$ cat src/rtl/ram_port_arbiter_if.sv
// rtl/ram_port_arbiter_if.sv - two-requester word request/response bus for ram_port_arbiter
interface ram_port_arbiter_if #(
    parameter int WIDTH = 8,
    parameter int AW    = 2
);
    logic [1:0]         req_valid;
    logic [1:0]         req_ready;
    logic [1:0]         req_we;
    logic [2*AW-1:0]    req_addr;
    logic [2*WIDTH-1:0] req_wdata;
    logic [1:0]         rsp_valid;
    logic [WIDTH-1:0]   rsp_data;

    modport master (
        output req_valid, req_we, req_addr, req_wdata,
        input  req_ready, rsp_valid, rsp_data
    );

    modport slave (
        input  req_valid, req_we, req_addr, req_wdata,
        output req_ready, rsp_valid, rsp_data
    );
endinterface

$ cat src/rtl/ram_port_arbiter.sv
// rtl/ram_port_arbiter.sv - single-port RAM shared by two requesters (RAM_ARB_FIXED_PRIO_EN: fixed priority to requester 0)
module ram_port_arbiter #(
    parameter int WIDTH = 8,
    parameter int DEPTH = 4,
    parameter int AW    = (DEPTH > 1) ? $clog2(DEPTH) : 1
) (
    input  logic               clk,
    input  logic               rst,
    ram_port_arbiter_if.slave  bus,
    output logic               init_done
);
    typedef enum logic {ST_INIT, ST_RUN} state_t;

    localparam logic [AW-1:0] LAST    = AW'(DEPTH - 1);
    localparam logic [AW:0]   DEPTH_W = (AW + 1)'(DEPTH);

    state_t           state, state_nxt;
    logic [AW-1:0]    wcnt;
    logic [WIDTH-1:0] mem [DEPTH];

    logic             gnt_any;
    logic             gnt_idx;
    logic [1:0]       ready;
    logic [AW-1:0]    sel_addr;
    logic [WIDTH-1:0] sel_wdata;
    logic             sel_we;
    logic             sel_in_range;
    logic [1:0]       rsp_valid_q;
    logic [WIDTH-1:0] rsp_data_q;

`ifndef RAM_ARB_FIXED_PRIO_EN
    logic             rr_last;
`endif

    // Next state and the single grant for this cycle
    always_comb begin
        state_nxt = state;
        gnt_any   = 1'b0;
        gnt_idx   = 1'b0;
        case (state)
            ST_INIT: begin
                if (wcnt == LAST) state_nxt = ST_RUN;
            end
            ST_RUN: begin
                if (bus.req_valid == 2'b11) begin
                    gnt_any = 1'b1;
`ifdef RAM_ARB_FIXED_PRIO_EN
                    gnt_idx = 1'b0;
`else
                    gnt_idx = ~rr_last;
`endif
                end else if (bus.req_valid[0]) begin
                    gnt_any = 1'b1;
                    gnt_idx = 1'b0;
                end else if (bus.req_valid[1]) begin
                    gnt_any = 1'b1;
                    gnt_idx = 1'b1;
                end
            end
            default: state_nxt = ST_INIT;
        endcase
        ready = gnt_any ? (gnt_idx ? 2'b10 : 2'b01) : 2'b00;
    end

    // Route the granted requester's command to the RAM port
    always_comb begin
        sel_addr     = gnt_idx ? bus.req_addr[2*AW-1:AW] : bus.req_addr[AW-1:0];
        sel_wdata    = gnt_idx ? bus.req_wdata[2*WIDTH-1:WIDTH] : bus.req_wdata[WIDTH-1:0];
        sel_we       = bus.req_we[gnt_idx];
        sel_in_range = ({1'b0, sel_addr} < DEPTH_W);
    end

    // Control state, arbitration history and registered read response
    always_ff @(posedge clk or posedge rst) begin
        if (rst) begin
            state       <= ST_INIT;
            wcnt        <= '0;
            rsp_valid_q <= 2'b00;
            rsp_data_q  <= '0;
`ifndef RAM_ARB_FIXED_PRIO_EN
            rr_last     <= 1'b1;
`endif
        end else begin
            state <= state_nxt;
            if (state == ST_INIT && wcnt != LAST) wcnt <= wcnt + 1'b1;
            rsp_valid_q <= 2'b00;
            if (gnt_any) begin
`ifndef RAM_ARB_FIXED_PRIO_EN
                rr_last <= gnt_idx;
`endif
                if (!sel_we) begin
                    rsp_valid_q <= ready;
                    rsp_data_q  <= sel_in_range ? mem[sel_addr] : '0;
                end
            end
        end
    end

    // RAM write port: zero-fill during INIT, granted in-range writes in RUN
    always_ff @(posedge clk) begin
        if (state == ST_INIT) begin
            mem[wcnt] <= '0;
        end else if (gnt_any && sel_we && sel_in_range) begin
            mem[sel_addr] <= sel_wdata;
        end
    end

    assign bus.req_ready = ready;
    assign bus.rsp_valid = rsp_valid_q;
    assign bus.rsp_data  = rsp_data_q;
    assign init_done     = (state == ST_RUN);
endmodule

$ cat src/flat_wrapper.sv
// flat-port wrapper written by rule: the top's interface ports become plain ports
module ram_port_arbiter_flat 
#(
    parameter int WIDTH = 8,
    parameter int DEPTH = 4,
    parameter int AW    = (DEPTH > 1) ? $clog2(DEPTH) : 1
)
  (clk, rst, init_done, bus_req_valid, bus_req_we, bus_req_addr, bus_req_wdata, bus_req_ready, bus_rsp_valid, bus_rsp_data);
  ram_port_arbiter_if #(.WIDTH(WIDTH), .AW(AW)) bus_i ();
  input  logic clk;
  input  logic rst;
  output logic init_done;
  input wire logic [$bits(bus_i.req_valid)-1:0] bus_req_valid;
  input wire logic [$bits(bus_i.req_we)-1:0] bus_req_we;
  input wire logic [$bits(bus_i.req_addr)-1:0] bus_req_addr;
  input wire logic [$bits(bus_i.req_wdata)-1:0] bus_req_wdata;
  output wire logic [$bits(bus_i.req_ready)-1:0] bus_req_ready;
  output wire logic [$bits(bus_i.rsp_valid)-1:0] bus_rsp_valid;
  output wire logic [$bits(bus_i.rsp_data)-1:0] bus_rsp_data;
  assign bus_i.req_valid = bus_req_valid;
  assign bus_i.req_we = bus_req_we;
  assign bus_i.req_addr = bus_req_addr;
  assign bus_i.req_wdata = bus_req_wdata;
  assign bus_req_ready = bus_i.req_ready;
  assign bus_rsp_valid = bus_i.rsp_valid;
  assign bus_rsp_data = bus_i.rsp_data;
  ram_port_arbiter #(.WIDTH(WIDTH), .DEPTH(DEPTH), .AW(AW)) u_core (.clk(clk), .rst(rst), .bus(bus_i), .init_done(init_done));
endmodule
$ cat config.mk
export PLATFORM = sky130hd
export DESIGN_NAME = ram_port_arbiter_flat
export DESIGN_NICKNAME = d
export VERILOG_FILES = /design/src/rtl/ram_port_arbiter_if.sv /design/src/rtl/ram_port_arbiter.sv /design/src/flat_wrapper.sv
export SDC_FILE = /design/constraint.sdc
export NUM_CORES = 1
export LEC_CHECK = 0
export BUFFER_PORTS_ARGS = -buffer_cell sky130_fd_sc_hd__buf_2
export CELL_PAD_IN_SITES_DETAIL_PLACEMENT = 1
export CELL_PAD_IN_SITES_GLOBAL_PLACEMENT = 1
export CORE_MARGIN = 5
export CORE_UTILIZATION = 36
export CTS_BUF_LIST = sky130_fd_sc_hd__clkbuf_2
export CTS_CLUSTER_SIZE = 40
export DETAILED_ROUTE_END_ITERATION = 10
export GPL_TIMING_DRIVEN = 0
export PLACE_DENSITY = 0.62
export SYNTH_ARGS = -nofsm -noshare
export SYNTH_HDL_FRONTEND = slang
export SYNTH_SLANG_ARGS = --single-unit
export TNS_END_PERCENT = 10
$ cat constraint.sdc
create_clock -name clk -period 5.4 [get_ports clk]
set_clock_uncertainty 0.1 [all_clocks]
set_input_delay 1.08 -clock clk [delete_from_list [all_inputs] [get_ports clk]]
set_output_delay 1.08 -clock clk [all_outputs]
set_load 0.02 [all_outputs]
==> qor.yml <==
floorplan.core_area_um2: 6870
post_cts_setup_buffers: 0
grt_antenna_before_repair: 1
globalRoute.totalOverflow: 0
synth.ff_latch_count: 46
hold_violations: 0
netlist-cell-type-count: 41
rsz0062_at_grt: "false"
final_cell_count_no_fill: 381
cts_htree_levels: 2
crit_required_ps: 4220
root_buffer_cell: "clkbuf_2"
layout.cells.most_common_list: "buf_2, nand2_1, nand2b_1, edfxtp_1, a21oi_1"
fmax_mhz: 288
p_leak_nw: 1.08
cts.repair.resized: 0
yosysWarningCount: 0
cts_tree: "built"
fraction_of_the_mapped_netlist_area_in_adder_cells_pct: 0.484
design_power_total_mw: 0.813
clock_tree_buf_depth: 2
post_cts_hold_buffer_count: 0
insertion_delay_ps: 420
prevailing_post_synth_register_cell: "edfxtp_1"
floorplan_die_area_um2: 8970
finalSetupTns_ps: 0
proportion_of_synthesized_area_in_mux_cells_pct: 0.824
die_width_um: 94.7
post_route_cells_drive_above_1_share_pct: 27.8
dr_total_vias: 2016
portBuffers: 38
pin_count_of_the_biggest_net_entering_global_routing: 15
ys_seq_area_share_pct: 50.8
maxSlewViolCount: 0
detail_route.iter0.violations: 105
hpwl_um: 5310
drt_pass1_iterations: 4
timing.hold.worst.class: "flop to flop"
setup.worst_path.end_class: "output port"
synthXorXnorAreaFrac_pct: 0.339
synth_compound_area_share_pct: 25.0
worstSetupPathType: "input pin to output port"
syn-mean-instance-area_um2: 10.9
clock_sink_count: 46
cp_max_fo: 10
synthesis.nets: 265
power-per-cell-area_nw_per_um2: 273
timing.slew.headroom_pct: 12.0
grt_first_pass_wirelength_um: 11300
tritoncts.num_buffers: 5
avgViaCountPerCell: 5.29
route.detailed.wl_per_inst_um: 18.1
synth_enable_flop_cells: 32
io_pins: 39
status: "finished, final reports clean"
peakVddDrop_uv: 83.3
synthSimpleGateAreaFrac_pct: 17.9
groute.usage.overall_pct: 16.5
rows: 30
setup_viol: 0
synth-async-reset-ratio_pct: 30.4
timing.final.crit_share_pct: 64.4
gp_congestion: 0.796
max_slew.worst_pin.slew_ps: 1320
timing.critical_path.arrival_ps: 2300
synth_top_family_by_area: "compound AO/OA/AOI/OAI gates"
max_capacitance_violation_count: 0
floorplan.initialDensity_pct: 37.6
place.detailed.instances: 372
ant_nets: 0
synthToLayoutAreaGrowth_pct: 15.1
fp.dieH_um: 94.7
cts.reportedPaths.clkPinSlew_ps: 220
route.detailed.drc: 0
period_minus_ws_final_ps: 3480
totalWireLength_um: 6910
layout.nets: 310
synthesis.area_um2: 2580
synthCells: 238
grt_pass1_vias: 2040
layout_commonest_cell: "buf_2"
critPathLaunchType: "input pin"
==> metrics by stage <==
| stage | setup slack (ps) | util, % | instance area, µm² | hold slack, ps |
|---|---|---|---|---|
| 4_1_cts | 1900 | 43.2 | 2970 | 466 |
| 2_1_floorplan | 2340 | - | 2580 | 395 |
| 3_3_place_gp | 1500 | 42.1 | 2890 | 437 |
| 3_5_place_dp | 1520 | 42.2 | 2900 | 434 |
| 6_report | 1920 | 43.3 | 2970 | 468 |
| 5_1_grt | 1830 | 43.3 | 2970 | 514 |
==> synthesized netlist by cell type, types with 2 or more instances <==
cell type	number	area share (%)
inv_1	3	0.44
clkbuf_1	6	0.87
or3_1	2	0.48
dfrtp_1	13	13
a211oi_1	16	4.7
a311oi_1	16	5.4
nor3_1	8	1.6
a221oi_2	8	4.7
nor2_1	2	0.29
o31ai_1	2	0.58
edfxtp_1	32	37
buf_2	8	1.6
a21oi_1	25	4.8
nand2_1	38	5.5
nand2b_1	32	7.8
buf_6	2	0.87
==> path summary, 6_finish.rpt <==
kind | from | endpoint | slack [ps] | cells past startpoint
worst max-delay path | bus_req_valid[0] | bus_req_ready[1] | 1920 | 6
worst min-delay path | u_core.wcnt[0]$_DFFE_PP0P_ | u_core.wcnt[0]$_DFFE_PP0P_ | 470 | 1
worst max register to register | u_core.rr_last$_DFFE_PP1P_ | u_core.mem[3][3]$_DFFE_PP_ | 2470 | 5
worst min register to register | u_core.wcnt[0]$_DFFE_PP0P_ | u_core.wcnt[0]$_DFFE_PP0P_ | 470 | 1
max in group asynchronous | rst | u_core.init_done$_DFF_PP0_ | 4240 | 2
min in group asynchronous | rst | u_core.bus.rsp_data[5]$_DFFE_PP0P_ | 560 | 2
==> cell families (layout without fill, tap and decap cells) <==
group | count (synthesis) | count (layout)
compound gates | 77 | 77
xor+xnor | 1 | 1
fa+ha+maj | 1 | 1
buf+inv | 23 | 69
flops | 46 | 46
mux | 2 | 2
other cells | 0 | 1
simple gates | 88 | 88
==> area by class of cell <==
type	instances	area, µm²
Clock inverter	2	37.5
Inverter	5	21.3
Antenna cell	1	2.50
Clock buffer	6	30.0
Multi-Input combinational cell	169	1160
Timing Repair Buffer	38	190
Tap cell	96	120
Fill cell	816	3900
Sequential cell	46	1310
Buffer	18	96.3
==> flip-flops by register name (all words and copies together), names as in the netlist <==
signal,cells
u_core.init_done,1
u_core.mem,32
u_core.rr_last,1
u_core.wcnt,2
u_core.bus.rsp_valid,2
u_core.bus.rsp_data,8
==> critical path, cell delays in order <==
cell,delay [ps]
buf_2,140
a21boi_4,340
nand2_4,150
buf_2,220
clkinv_1,160
buf_2,190
==> per-layer routing <==
metal  wire length (µm)  GRT usage [%]  part of all wire (%)
met5                  0              0                     0
met3                312           2.63                   4.5
met1               3390           23.7                    49
met2               3130           25.9                    45
met4                 78           4.33                   1.1
==> power breakdown <==
| part | switching [mW] | internal (mW) |
|---|---|---|
| Combinational | 0.120 | 0.0737 |
| Sequential | 0.0155 | 0.412 |
| Clock | 0.112 | 0.0800 |
(Power assumes the default switching activity.)
